File: config.mk
export PLATFORM = sky130hd
export DESIGN_NAME = k005297_cmdreg
export DESIGN_NICKNAME = d
export VERILOG_FILES = /design/src/rtl/k005297_cmdreg.sv
export SDC_FILE = /design/constraint.sdc
export NUM_CORES = 1
export LEC_CHECK = 0
export ABC_CLOCK_PERIOD_IN_PS = 2150
export CAP_MARGIN = 20
export CORE_ASPECT_RATIO = 0.6
export CORE_MARGIN = 3
export CORE_UTILIZATION = 40
export DETAILED_ROUTE_END_ITERATION = 10
export GPL_TIMING_DRIVEN = 0
export HOLD_SLACK_MARGIN = 0.15
export PLACE_DENSITY = 0.65
export REMOVE_ABC_BUFFERS = 1
export SYNTH_ARGS = -nofsm -noshare
export SYNTH_HDL_FRONTEND = slang
export SYNTH_SLANG_ARGS = --single-unit
File: constraint.sdc
create_clock -name i_MCLK -period 2.15 [get_ports i_MCLK]
set_clock_uncertainty 0.05 [all_clocks]
set_input_delay 0.43 -clock i_MCLK [delete_from_list [all_inputs] [get_ports i_MCLK]]
set_output_delay 0.43 -clock i_MCLK [all_outputs]
set_load 0.01 [all_outputs]
File: src/rtl/k005297_cmdreg.sv
// CPU command/status register block for the K005297 bubble controller.
// Launches page read/write requests into the controller FSM and reports their outcome to the CPU.
module k005297_cmdreg #(
    parameter int              PAGE_W = 12,
    parameter int              TO_W   = 16,
    parameter logic [TO_W-1:0] TO_VAL = 16'hFFFF
) (
    input  logic              i_MCLK,
    input  logic              i_RST,
    input  logic              i_CLK2M_PCEN_n,
    input  logic              i_CPU_CS_n,
    input  logic              i_CPU_WR_n,
    input  logic              i_CPU_RD_n,
    input  logic [1:0]        i_CPU_ADDR,
    input  logic [7:0]        i_CPU_DIN,
    output logic [7:0]        o_CPU_DOUT,
    output logic              o_IRQ_n,
    output logic              o_CMDREG_RDREQ,
    output logic              o_CMDREG_WRREQ,
    output logic [PAGE_W-1:0] o_PAGE_NUM,
    input  logic              i_CMD_ACCEPTED_n,
    input  logic              i_CMDREG_RST_n,
    input  logic              i_FSMERR_RESTART_n,
    input  logic              i_SYS_RUN_FLAG,
    input  logic              i_SYS_ERR_FLAG
);

    typedef enum logic [1:0] {ST_IDLE, ST_PEND, ST_ACTIVE} state_t;

    state_t            state_q, state_d;
    logic [2:0]        strb_meta_q, strb_meta_d;
    logic [2:0]        strb_sync_q, strb_sync_d;
    logic              wr_hi_q, wr_hi_d;
    logic              rd_hi_q, rd_hi_d;
    logic              rdreq_q, rdreq_d;
    logic              wrreq_q, wrreq_d;
    logic              ien_q, ien_d;
    logic [PAGE_W-1:0] page_q, page_d;
    logic [TO_W-1:0]   wd_q, wd_d;
    logic              done_q, done_d;
    logic              err_q, err_d;
    logic              illegal_q, illegal_d;
    logic              timeout_q, timeout_d;
    logic              irqpend_q, irqpend_d;
    logic              run_q, run_d;
    logic              sys_err_q, sys_err_d;
    logic              irq_n_q, irq_n_d;
    logic [7:0]        dout_q, dout_d;

    logic       busy, tick, wr_hi, rd_hi, wr_commit, status_clr;
    logic       done_set, err_set, illegal_set, timeout_set;
    logic [7:0] status, rd_data;

    assign busy       = (state_q != ST_IDLE);
    assign tick       = ~i_CLK2M_PCEN_n;
    // Synchronised strobes are ordered {CS, WR, RD}; the end of a strobe is the rising edge of the OR.
    assign wr_hi      = strb_sync_q[2] | strb_sync_q[1];
    assign rd_hi      = strb_sync_q[2] | strb_sync_q[0];
    assign wr_commit  = wr_hi & ~wr_hi_q;
    assign status_clr = rd_hi & ~rd_hi_q & (i_CPU_ADDR == 2'd3);
    assign status     = {irqpend_q, run_q, sys_err_q, timeout_q, illegal_q, err_q, done_q, busy};

    always_comb begin
        rd_data = 8'hFF;
        case (i_CPU_ADDR)
            2'd0: rd_data = {ien_q, 5'b0, wrreq_q, rdreq_q};
            2'd1: rd_data = page_q[7:0];
            2'd2: rd_data = 8'(page_q[PAGE_W-1:8]);
            2'd3: rd_data = status;
            default: rd_data = 8'hFF;
        endcase
    end

    always_comb begin
        state_d     = state_q;
        strb_meta_d = {i_CPU_CS_n, i_CPU_WR_n, i_CPU_RD_n};
        strb_sync_d = strb_meta_q;
        wr_hi_d     = wr_hi;
        rd_hi_d     = rd_hi;
        rdreq_d     = rdreq_q;
        wrreq_d     = wrreq_q;
        ien_d       = ien_q;
        page_d      = page_q;
        wd_d        = wd_q;
        run_d       = run_q;
        sys_err_d   = sys_err_q;
        done_set    = 1'b0;
        err_set     = 1'b0;
        illegal_set = 1'b0;
        timeout_set = 1'b0;

        if (wr_commit) begin
            case (i_CPU_ADDR)
                2'd0: begin
                    ien_d = i_CPU_DIN[7];
                    if (busy || (i_CPU_DIN[0] && i_CPU_DIN[1])) begin
                        illegal_set = 1'b1;
                    end else if (i_CPU_DIN[0] ^ i_CPU_DIN[1]) begin
                        if (run_q && !sys_err_q) begin
                            rdreq_d = i_CPU_DIN[0];
                            wrreq_d = i_CPU_DIN[1];
                            wd_d    = '0;
                            state_d = ST_PEND;
                        end else begin
                            err_set = 1'b1;
                        end
                    end
                end
                2'd1: begin
                    if (busy) illegal_set = 1'b1;
                    else      page_d[7:0] = i_CPU_DIN;
                end
                2'd2: begin
                    if (busy) illegal_set = 1'b1;
                    else      page_d[PAGE_W-1:8] = i_CPU_DIN[PAGE_W-9:0];
                end
                default: ;
            endcase
        end

        // FSM strobes are only meaningful on 2 MHz enable ticks; aborts outrank acceptance and completion.
        if (tick) begin
            run_d     = i_SYS_RUN_FLAG;
            sys_err_d = i_SYS_ERR_FLAG;
            if (busy) begin
                if (!i_FSMERR_RESTART_n || !i_SYS_RUN_FLAG) begin
                    rdreq_d = 1'b0;
                    wrreq_d = 1'b0;
                    err_set = 1'b1;
                    state_d = ST_IDLE;
                end else if (state_q == ST_PEND) begin
                    if (!i_CMD_ACCEPTED_n) begin
                        state_d = ST_ACTIVE;
                    end else begin
                        wd_d = wd_q + TO_W'(1);
                        if ((TO_VAL != '0) && (wd_d == TO_VAL)) begin
                            rdreq_d     = 1'b0;
                            wrreq_d     = 1'b0;
                            err_set     = 1'b1;
                            timeout_set = 1'b1;
                            state_d     = ST_IDLE;
                        end
                    end
                end else if (!i_CMDREG_RST_n) begin
                    rdreq_d  = 1'b0;
                    wrreq_d  = 1'b0;
                    done_set = 1'b1;
                    state_d  = ST_IDLE;
                end
            end
        end

        done_d    = (done_q    & ~status_clr) | done_set;
        err_d     = (err_q     & ~status_clr) | err_set;
        illegal_d = (illegal_q & ~status_clr) | illegal_set;
        timeout_d = (timeout_q & ~status_clr) | timeout_set;
        irqpend_d = (irqpend_q & ~status_clr) | done_set | err_set;
        irq_n_d   = ~(irqpend_q & ien_q);
        dout_d    = (!strb_sync_q[2] && !strb_sync_q[0]) ? rd_data : 8'hFF;
    end

    always_ff @(posedge i_MCLK) begin
        if (i_RST) begin
            state_q     <= ST_IDLE;
            strb_meta_q <= 3'b111;
            strb_sync_q <= 3'b111;
            wr_hi_q     <= 1'b1;
            rd_hi_q     <= 1'b1;
            rdreq_q     <= 1'b0;
            wrreq_q     <= 1'b0;
            ien_q       <= 1'b0;
            page_q      <= '0;
            wd_q        <= '0;
            done_q      <= 1'b0;
            err_q       <= 1'b0;
            illegal_q   <= 1'b0;
            timeout_q   <= 1'b0;
            irqpend_q   <= 1'b0;
            run_q       <= 1'b0;
            sys_err_q   <= 1'b0;
            irq_n_q     <= 1'b1;
            dout_q      <= 8'hFF;
        end else begin
            state_q     <= state_d;
            strb_meta_q <= strb_meta_d;
            strb_sync_q <= strb_sync_d;
            wr_hi_q     <= wr_hi_d;
            rd_hi_q     <= rd_hi_d;
            rdreq_q     <= rdreq_d;
            wrreq_q     <= wrreq_d;
            ien_q       <= ien_d;
            page_q      <= page_d;
            wd_q        <= wd_d;
            done_q      <= done_d;
            err_q       <= err_d;
            illegal_q   <= illegal_d;
            timeout_q   <= timeout_d;
            irqpend_q   <= irqpend_d;
            run_q       <= run_d;
            sys_err_q   <= sys_err_d;
            irq_n_q     <= irq_n_d;
            dout_q      <= dout_d;
        end
    end

    assign o_CPU_DOUT     = dout_q;
    assign o_IRQ_n        = irq_n_q;
    assign o_CMDREG_RDREQ = rdreq_q;
    assign o_CMDREG_WRREQ = wrreq_q;
    assign o_PAGE_NUM     = page_q;

endmodule

# Yosys cells after proc, flatten, opt, wreduce, memory -nomap -nowiden
# Index checks and enable logic that the tools add are counted.
[word_totals]
ff_bits = 57
output_inout_bits = 23
[op_classes]
add_sub_neg = 1
n_reduce_logical = 17
n_bitwise = 24
eq_ne = 5
mux = 73
[op_table]
columns = ["cell", "count"]
rows = [
  ["16-bit 2-to-1 mux", 10],
  ["1-bit 2-to-1 mux", 49],
  ["8-bit one-hot mux with 4 select lines", 1],
  ["2-bit 2-to-1 mux", 12],
  ["16-bit by 1-bit adder with 16-bit output (second input constant)", 1],
  ["16-bit == test (second input constant)", 1],
  ["1-bit AND", 9],
  ["1-bit bitwise OR", 8],
  ["1-bit NOT", 6],
  ["3-bit AND reduction", 2],
  ["1-bit logical NOT", 5],
  ["2-bit by 1-bit == test with 1-bit output (second input constant)", 2],
  ["2-bit == test (second input constant)", 2],
  ["2-bit OR reduction", 2],
  ["1-bit logical AND", 3],
  ["2-bit logical NOT", 1],
  ["1-bit logical OR", 2],
  ["1-bit one-hot mux with 2 select lines", 1],
  ["2-bit AND reduction", 1],
  ["2-bit nonzero test", 1],
  ["1-bit XOR", 1],
]

# Depth between registers and ports, before layout
# Gate-level depths: netlist of the first run.
[depth]
depth_word = 14
ltp_mapped = 7
ltp_nobuf = 7

# Worst setup path after synthesis of the first run
# OpenSTA, ideal clock, no wires.
[synth_timing]
path_type = "reg-to-reg"
from = "register wd_q[0]"
to = "register state_q[0]"
t_arrival_ns = 2.115
slack_ns = -0.135
required_time_ns = 1.980
n_path_buf = 1
stages_incl_launch_ff = 8
period_less_slack_ns = 2.285
setup_time_ns = 0.120
path_cell_list = "dfxtp_1 > ha_1 > nand3_2 > o32ai_1 > a2bb2oi_1 > or4_1 > buf_2 > o31a_1"
[synth_via]
elab_chain_cells = 8
[synth_lines]
columns = ["item", "line", "source"]
rows = [
  ["from (decl)", "39", "logic [TO_W-1:0] wd_q, wd_d;"],
  ["from (signal assigned)", "193", "wd_q <= wd_d;"],
  ["16-bit by 1-bit adder with 16-bit output", "135", "wd_d = wd_q + TO_W'(1);"],
  ["16-bit == test", "136", "if ((TO_VAL != '0) && (wd_d == TO_VAL)) begin"],
  ["2-bit 2-to-1 mux", "136", ""],
  ["2-bit 2-to-1 mux", "132", "if (!i_CMD_ACCEPTED_n) begin"],
  ["2-bit 2-to-1 mux", "131", "end else if (state_q == ST_PEND) begin"],
  ["2-bit 2-to-1 mux", "126", "if (!i_FSMERR_RESTART_n || !i_SYS_RUN_FLAG) begin"],
  ["2-bit 2-to-1 mux", "125", "if (busy) begin"],
  ["2-bit 2-to-1 mux", "122", "if (tick) begin"],
  ["to (signal assigned)", "184", "state_q <= state_d;"],
  ["to (decl)", "30", "state_t state_q, state_d;"],
]
# Every way passes these cells.
# A chain may end at the register's enable or synchronous reset.

# Worst setup path in the final report of the first run
[layout_timing]
from = "register wd_q[1]"
to = "register rdreq_q, in the netlist o_CMDREG_RDREQ"
[layout_via]
elab_chain_cells = 8
[layout_lines]
columns = ["item", "line", "source"]
rows = [
  ["16-bit by 1-bit adder with 16-bit output", "135", ""],
  ["16-bit == test", "136", ""],
  ["1-bit 2-to-1 mux", "136", ""],
  ["1-bit 2-to-1 mux", "132", ""],
  ["1-bit 2-to-1 mux", "131", ""],
  ["1-bit 2-to-1 mux", "126", ""],
  ["1-bit 2-to-1 mux", "125", ""],
  ["1-bit 2-to-1 mux", "122", ""],
  ["to (signal assigned)", "189", "rdreq_q <= rdreq_d;"],
  ["to (decl)", "35", "logic rdreq_q, rdreq_d;"],
]
# Every way passes these cells.

==> results of run 1 <==
cell type report:
class	instances	area [um^2]
Multi-Input combinational cell	240	1630
Sequential cell	57	1160
Timing Repair Buffer	52	494
Inverter	12	45.0
Fill cell	582	2660
Tap cell	84	105
Clock buffer	14	274
Clock inverter	2	35.0
metal layers:
layer / share of wire / vias to the layer above
li1: - / 1295
met4: 0.0088 / 0
met5: 0 / -
met2: 0.42 / 93
met1: 0.50 / 1282
met3: 0.074 / 9
timing repair:
item / 4_1_cts / 5_1_grt
resized for setup: 31 / 12
pin swaps: 1 / 9
endpoints found under the setup margin: 33 / 29
setup buffers: 1 / 8
final timing paths:
path,cells after the start,startpoint,end
setup / recovery,6,wd_q[1]$_SDFF_PP0_,o_CMDREG_RDREQ$_SDFF_PP0_
hold / removal,1,strb_meta_q[1]$_SDFF_PP1_,strb_sync_q[1]$_SDFF_PP1_
setup reg to reg,6,wd_q[1]$_SDFF_PP0_,o_CMDREG_RDREQ$_SDFF_PP0_
hold reg to reg,1,strb_meta_q[1]$_SDFF_PP1_,strb_sync_q[1]$_SDFF_PP1_
stage by stage:
stage | util | hold WS (ns) | cell area (um^2)
after floorplan | - | 0.330 | 2700
after global placement | 0.504 | 0.345 | 3230
after detailed placement | 0.504 | 0.346 | 3230
after CTS | 0.571 | 0.362 | 3660
after global routing | 0.585 | 0.375 | 3750
final | 0.585 | 0.361 | 3750
registers in the layout, summed over array words and instances (netlist names), 2 cells and up:
register     flops
o_CPU_DOUT       8
o_PAGE_NUM      12
state_q          2
strb_meta_q      3
strb_sync_q      3
wd_q            16
power breakdown:
part / total, mW / switching, mW / internal [mW]
Combinational: 0.115 / 0.0642 / 0.0505
Clock: 1.45 / 0.460 / 0.988
Sequential: 1.07 / 0.00435 / 1.06
Total: 2.63 / 0.529 / 2.10
synth_stat cells, types with 2 or more instances:
master     instances
nand3_1           22
or3_1              5
and2_1             2
or2_2              6
nand2_1           36
a22oi_1            4
nor3_1             6
o22ai_1            2
nand2b_1           8
nor2b_1            2
a2bb2oi_1          2
or4_1              5
o21ai_0           19
o32ai_1            2
o31a_1             3
buf_2              5
o31ai_1            2
a222oi_1           4
a41oi_1            3
nor2_1            16
nand3_2            2
o211ai_1           2
a21oi_1           33
nand4_1            2
a31oi_1            2
mux2i_1            5
clkbuf_1          14
xnor2_1            2
and3_1             5
nand3b_1           4
inv_1             12
dfxtp_1           57
a311oi_1           7
ha_1               8
logic make-up (layout without fill, tap and decap cells):
| family | after synthesis | count (layout) | synth area share |
|---|---|---|---|
| AO/OA/AOI/OAI | 94 | 94 | 0.223 |
| buffers and inverters | 32 | 80 | 0.0455 |
| adder cells (fa/ha/maj) | 8 | 8 | 0.0361 |
| AND/OR/NAND/NOR | 130 | 130 | 0.257 |
| flip-flops | 57 | 57 | 0.411 |
| multiplexers | 5 | 5 | 0.0180 |
| XOR/XNOR | 3 | 3 | 0.00947 |
critical path, cell delays in order, from the launching register on:
cell and delay (ns):
dfxtp_4 0.39, ha_4 0.17, and3_4 0.21, nand4_1 0.15, xor2_1 0.18, or4_4 0.60
o31a_1 0.29
==> flow_metrics.py, run 1 <==
metrics = {
    "run_status": {
        "status": "finished clean",
    },
    "synthesis": {
        "yosys-top-cells-area": "dfxtp_1 (41%), a21oi_1 (5.9%), nand2_1 (4.9%)",
        "syn_inst": 329,
        "synth-seq-cells": 57,
        "synth_top_area_share": 0.411,
        "ys_types": 54,
        "ys.flop_type": "dfxtp_1",
        "synth_area_mm2": 0.00278,
        "ys_seq_area_frac": 0.411,
        "synth_edf_count": 0,
        "ys_warn_count": 0,
        "syn_avg_cell_area_um2": 8.44,
        "async_flop_share": 0,
        "yosysTopAreaCell": "dfxtp_1",
    },
    "sta": {
        "worst_slew_pin_slew_ns": 0.887,
        "slew_headroom": 0.409,
        "period_needed_ns": 2.15,
        "tns_ns": 0,
        "timing.final.ws_setup_ns": 0.00251,
        "clock.fmax_mhz": 466,
        "post-route-period-util": 0.999,
        "finalSetupViolations": 0,
        "drv_slew": 0,
        "hold_viol": 0,
        "rsz0062_at_grt": "yes",
    },
    "floorplanning": {
        "num_rows": 22,
        "fp.dieW_um": 114,
        "ioPinCount": 44,
        "fp.dieH_um": 70.5,
        "die_area_mm2": 0.00801,
        "start_util": 0.433,
        "core_area_mm2": 0.00641,
    },
    "global_routing": {
        "grt_max_degree": 48,
        "antenna_found_initial": 0,
        "grt_use_total": 0.202,
        "grt_overflow": 0,
        "use_met2": 0.269,
        "use_met1": 0.302,
        "grtUsageMet3": 0.0650,
        "grt.busiest_layer": "met1",
        "grt_pass1_vias": 2486,
        "grt_first_pass_wirelength_um": 12800,
    },
    "critical_path": {
        "crit_fanout": 6,
        "startpoint_type": "flop",
        "arrival_ns": 2.31,
        "required_ns": 2.31,
        "cp-end-kind": "flop",
        "rrSetupSlack_ns": 0.003,
        "crit_type": "flop to flop",
    },
    "drt": {
        "routedWlPerCell_um": 17.3,
        "detail-route-antenna-nets": 0,
        "drc_errors": 0,
        "firstDrtPassIters": 5,
        "drtIter0Drc": 299,
        "vias_per_cell": 5.81,
        "wl_um": 8000,
        "num_vias": 2679,
    },
    "power": {
        "p_leak_nw": 1.27,
        "power_density_mw_per_mm2": 701,
        "ir_worst_vdd_v": 0.000437,
        "power.total_mw": 2.63,
    },
    "layout": {
        "antenna_cells": 0,
        "stdcell_count": 461,
        "syn2layout_area_growth_pct": 35.1,
        "layout.nets": 401,
        "final_cell_mix": "dfxtp_1 (47), clkdlybuf4s50_1 (40), nand2_1 (35), a21oi_1 (33), nand3_1 (22)",
        "layout_commonest_cell": "dfxtp_1",
        "drive_above_1_share": 0.175,
    },
    "place": {
        "dp.cells": 436,
        "dp_hpwl_um": 5490,
        "dp_slack_ns": -0.616,
        "place.gp.congestion": 0.925,
        "portBuffers": 43,
    },
    "clocking": {
        "clock_latency_ns": 0.32,
        "path_clk_slew_ns": 0.05,
        "clockRootBuffer": "clkbuf_16",
        "cts_max_path_buffers": 2,
        "cts_tree": "done",
        "cts_hold_buf": 0,
        "cts_max_level": 3,
        "cts_buffers": 9,
        "cts_sinks": 57,
    },
    "min_path": {
        "holdCritPathClass": "flop to flop",
    },
    "run": {
        "maxCapViolCount": 0,
    },
}
Note: power is estimated with default switching activity, not from simulation.
==> inputs of run 2 (changes only) <==
SKIP_CTS_REPAIR_TIMING = 1   (was default)
==> flow_metrics.py, run 2 (synthesis gave the netlist of run 1 again) <==
metrics = {
    "power": {
        "p_sw_frac": 0.201,
        "power_density_mw_per_mm2": 695,
        "p_leak_nw": 1.32,
        "combPwrFrac": 0.044,
        "p_switching_mw": 0.528,
        "p_seq_frac": 0.406,
        "p_int_mw": 2.10,
        "pwr-share-clk": 0.550,
        "ir_worst_vdd_v": 0.000407,
    },
    "clocking": {
        "cts_buffers": 9,
        "cts_max_path_buffers": 2,
        "clockRootBuffer": "clkbuf_16",
        "cts_sinks": 57,
        "path_clk_slew_ns": 0.05,
        "cts_max_level": 3,
        "clock_latency_ns": 0.32,
        "cts_tree": "done",
    },
    "sta": {
        "clock.fmax_mhz": 467,
        "tns_ns": 0,
        "worst_slew_pin_slew_ns": 0.885,
        "slew_headroom": 0.410,
        "drv_slew": 0,
        "hold_viol": 0,
        "period_needed_ns": 2.14,
        "rsz0062_at_grt": "yes",
        "finalSetupViolations": 0,
        "post-route-period-util": 0.997,
        "holdWs_ns": 0.361,
    },
    "run_status": {
        "status": "finished clean",
    },
    "global_routing": {
        "grt.busiest_layer": "met1",
        "grt_overflow": 0,
        "grt_pass1_vias": 2401,
        "grt_first_pass_wirelength_um": 12400,
        "grtUsageMet3": 0.0632,
        "grt_use_total": 0.195,
        "grt_max_degree": 48,
        "use_met1": 0.295,
        "use_met2": 0.260,
        "antenna_found_initial": 0,
    },
    "layout": {
        "drive_above_1_share": 0.181,
        "antenna_cells": 0,
        "top_register": "wd_q",
        "largest_register_ffs": 16,
        "post-route-util": 0.590,
        "syn2layout_area_growth_pct": 36.2,
        "layout.nets": 405,
        "layout_commonest_cell": "dfxtp_1",
        "final_cell_mix": "dfxtp_1 (47), clkdlybuf4s50_1 (37), nand2_1 (35), a21oi_1 (33), nand3_1 (22)",
    },
    "critical_path": {
        "reg2reg_depth": 6,
        "startpoint_type": "flop",
        "arrival_ns": 2.31,
        "worstSetupStartpoint": "wd_q[0]$_SDFF_PP0_",
        "cp-end-kind": "flop",
        "required_ns": 2.31,
        "cp-endpoint": "o_CMDREG_WRREQ$_SDFF_PP0_",
        "rrSetupSlack_ns": 0.007,
        "reg2reg_to": "o_CMDREG_WRREQ$_SDFF_PP0_",
        "r2r_start": "wd_q[0]$_SDFF_PP0_",
        "crit_type": "flop to flop",
        "crit_fanout": 6,
    },
    "min_path": {
        "holdCritPathClass": "flop to flop",
    },
    "place": {
        "portBuffers": 43,
        "place.gp.congestion": 0.925,
        "dp_hpwl_um": 5490,
    },
    "floorplanning": {
        "fp.dieH_um": 70.5,
        "fp.dieW_um": 114,
        "ioPinCount": 44,
        "start_util": 0.433,
        "die_area_mm2": 0.00801,
        "num_rows": 22,
        "core_area_mm2": 0.00641,
    },
    "drt": {
        "wl_um": 8120,
        "firstDrtPassIters": 5,
        "num_vias": 2716,
        "drtIter0Drc": 298,
        "drc_errors": 0,
        "vias_per_cell": 5.84,
        "detail-route-antenna-nets": 0,
        "routedWlPerCell_um": 17.5,
    },
    "run": {
        "maxCapViolCount": 0,
    },
}
[run 2: changes by cell type in the layout (fill, tap and decap cells not counted), sizes merged]
| cell | change |
|---|---|
| clkdlybuf4s50 | -3 |
| buf | +4 |
| dlygate4sd2 | -1 |
| dlymetal6s2s | +4 |
[run 2: critical path, cell delays in order, from the launching register on]
cell	delay (ns)
dfxtp_4	0.38
ha_4	0.17
and3_4	0.21
nand4_1	0.15
xor2_1	0.18
or4_4	0.60
o31a_1	0.29
[run 2: routing by layer]
| layer | up-vias | share of wire |
|---|---|---|
| met2 | 90 | 0.41 |
| met4 | 0 | 0.011 |
| met1 | 1307 | 0.51 |
| met3 | 11 | 0.062 |
| met5 | - | 0 |
| li1 | 1308 | - |
[run 2: cell type report]
| class | instances | area [um^2] |
|---|---|---|
| fillers | 583 | 2630 |
| multi-input cells | 240 | 1620 |
| flip-flops and latches | 57 | 1160 |
| repair buffers | 56 | 536 |
| clock buffers | 14 | 274 |
| well taps | 84 | 105 |
| inverters | 12 | 45.0 |
| clock inverters | 2 | 35.0 |
[run 2: how the worst min path moves through the flow]
stage / from / depth (start not counted) / to
global placement: strb_meta_q[1]$_SDFF_PP1_ / 1 / strb_sync_q[1]$_SDFF_PP1_
global route: ien_q$_SDFFE_PP0P_ / 1 / o_IRQ_n$_SDFF_PP1_
floorplan: ien_q$_SDFFE_PP0P_ / 1 / o_IRQ_n$_SDFF_PP1_
CTS: strb_meta_q[1]$_SDFF_PP1_ / 1 / strb_sync_q[1]$_SDFF_PP1_
finish: strb_meta_q[1]$_SDFF_PP1_ / 1 / strb_sync_q[1]$_SDFF_PP1_
detailed placement: strb_meta_q[1]$_SDFF_PP1_ / 1 / strb_sync_q[1]$_SDFF_PP1_
[run 2: through the flow]
stage / setup slack (ns) / area, um^2 / cells / total power [mW]
floorplan: -0.132 / 2700 / 309 / 1.13
global placement: -1.13 / 3230 / 436 / 1.20
detailed placement: -0.616 / 3230 / 436 / 1.20
CTS: -0.519 / 3540 / 452 / 2.66
global route: -0.0443 / 3780 / 465 / 2.72
finish: 0.00680 / 3780 / 465 / 2.63
[run 2: power by group through the flow]
stage / Combinational [mW] / Sequential [mW] / Clock (mW)
2_1_floorplan: 0.0370 / 1.09 / 0
3_3_place_gp: 0.109 / 1.09 / 0
3_5_place_dp: 0.109 / 1.09 / 0
4_1_cts: 0.111 / 1.07 / 1.48
5_1_grt: 0.125 / 1.07 / 1.53
6_report: 0.115 / 1.07 / 1.45
==> inputs of run 3 (changes only) <==
CORE_UTILIZATION = 48   (was 40)
PLACE_DENSITY = 0.75   (was 0.65)
==> flow_metrics.py, run 3 (synthesis gave the netlist of run 1 again) <==
metrics = {
    "power": {
        "ir_worst_vdd_v": 0.000361,
        "p_seq_frac": 0.486,
        "combPwrFrac": 0.052,
        "pwr-share-clk": 0.462,
        "p_sw_frac": 0.225,
        "p_int_mw": 1.70,
        "power_density_mw_per_mm2": 593,
        "p_switching_mw": 0.493,
        "power.total_mw": 2.19,
        "p_leak_nw": 1.28,
    },
    "critical_path": {
        "arrival_ns": 2.34,
        "worstSetupStartpoint": "wd_q[1]$_SDFF_PP0_",
        "reg2reg_to": "state_q[0]$_SDFF_PP0_",
        "reg2reg_depth": 6,
        "rrSetupSlack_ns": -0.01,
        "r2r_start": "wd_q[1]$_SDFF_PP0_",
        "crit_fanout": 6,
        "cp-end-kind": "flop",
        "crit_type": "flop to flop",
        "required_ns": 2.33,
        "startpoint_type": "flop",
    },
    "drt": {
        "detail-route-antenna-nets": 0,
        "firstDrtPassIters": 5,
        "top_layer": "met4",
        "routedWlPerCell_um": 17.5,
        "drtIter0Drc": 357,
        "vias_per_cell": 6.05,
        "wl_met2_um": 3200,
        "num_vias": 2763,
        "dr_wl_met3_um": 839,
        "wl_met1_um": 3910,
        "wl_um": 8020,
        "drc_errors": 0,
    },
    "sta": {
        "period_needed_ns": 2.16,
        "slew_headroom": 0.250,
        "hold_viol": 0,
        "holdWs_ns": 0.358,
        "worst_slew_pin_slew_ns": 1.12,
        "finalSetupViolations": 1,
        "rsz0062_at_grt": "yes",
        "drv_slew": 0,
        "clock.fmax_mhz": 463,
        "timing.final.ws_setup_ns": -0.0113,
        "post-route-period-util": 1.01,
    },
    "min_path": {
        "min-delay-start": "strb_meta_q[1]$_SDFF_PP1_",
        "hold_path_depth": 1,
        "holdCritPathClass": "flop to flop",
        "whs_endpoint": "strb_sync_q[1]$_SDFF_PP1_",
    },
    "layout": {
        "antenna_cells": 0,
        "layout.nets": 405,
        "syn2layout_area_growth_pct": 33.1,
        "stdcell_count": 457,
        "top_register": "wd_q",
        "drive_above_1_share": 0.192,
        "layout_commonest_cell": "dfxtp_1",
        "fill_cells": 433,
        "final_cell_mix": "dfxtp_1 (46), clkdlybuf4s50_1 (37), nand2_1 (35), a21oi_1 (32), nand3_1 (22)",
        "largest_register_ffs": 16,
    },
    "place": {
        "dp_slack_ns": -0.603,
        "place.gp.congestion": 0.936,
        "dp.cells": 429,
        "portBuffers": 43,
        "dp_hpwl_um": 5320,
    },
    "global_routing": {
        "grt_pass1_vias": 2453,
        "grt_max_degree": 48,
        "grt_overflow": 0,
        "grt_use_total": 0.235,
        "antenna_found_initial": 0,
        "grt_first_pass_wirelength_um": 12400,
    },
    "clocking": {
        "cts_max_path_buffers": 2,
        "path_clk_slew_ns": 0.06,
        "clockRootBuffer": "clkbuf_8",
        "cts_tree": "done",
        "clock_latency_ns": 0.34,
        "cts_sinks": 57,
        "cts_buffers": 9,
        "cts_max_level": 3,
    },
    "floorplanning": {
        "ioPinCount": 44,
        "fp.dieW_um": 104,
        "die_area_mm2": 0.00676,
        "start_util": 0.523,
        "core_area_mm2": 0.00531,
        "num_rows": 20,
        "fp.dieH_um": 64.9,
    },
    "run_status": {
        "status": "finished with violations",
        "violations": "negative setup slack",
    },
    "run": {
        "maxCapViolCount": 0,
    },
}
run 3: worst max path at each step:
stage               slack (ns)  cells past startpoint                       end
floorplan                -0.13                      6     state_q[0]$_SDFF_PP0_
finish                   -0.01                      6     state_q[0]$_SDFF_PP0_
global placement         -1.33                      3  o_CPU_DOUT[5]$_SDFF_PP1_
global route             -0.07                      6     state_q[0]$_SDFF_PP0_
CTS                      -0.48                      6     state_q[0]$_SDFF_PP0_
detailed placement       -0.60                      7        wd_q[5]$_SDFF_PP0_
run 3: final cells by class:
type | instances | area (um^2) | share of cell area
timing repair buffer | 56 | 548 | 0.148
clock buffer | 12 | 155 | 0.0420
tap | 77 | 96.3 | 0.0261
clock inverter | 3 | 40.0 | 0.0108
sequential | 57 | 1160 | 0.315
multi-input combinational | 240 | 1650 | 0.445
inverter | 12 | 45.0 | 0.0122
run 3: layer usage:
| layer | track usage | vias up |
|---|---|---|
| li1 | - | 1307 |
| met1 | 0.344 | 1302 |
| met2 | 0.308 | 147 |
| met3 | 0.0945 | 7 |
| met4 | 0.0697 | 0 |
| met5 | 0 | - |
run 3: power groups by stage:
stage / Combinational (mW) / Sequential [mW] / Clock [mW]
floorplan: 0.0370 / 1.09 / 0
global placement: 0.108 / 1.09 / 0
detailed placement: 0.109 / 1.09 / 0
CTS: 0.110 / 1.07 / 1.02
global route: 0.123 / 1.06 / 1.07
finish: 0.114 / 1.06 / 1.01
run 3: worst max-delay path, cell delays in order (launching register included):
cell and delay, ns:
dfxtp_4 0.40, ha_4 0.19, and3_4 0.21, nand4_1 0.13, xor2_1 0.17, or4_4 0.59, o31a_1 0.31
run 3: metrics by stage:
| step | util | setup TNS, ns | instance area (um^2) |
|---|---|---|---|
| after CTS | 0.644 | -8.37 | 3420 |
| after detailed placement | 0.607 | -13.67 | 3220 |
| final | 0.697 | -0.0113 | 3700 |
| after floorplan | - | -0.480 | 2700 |
| after global placement | 0.607 | -35.51 | 3220 |
| after global routing | 0.697 | -0.143 | 3700 |
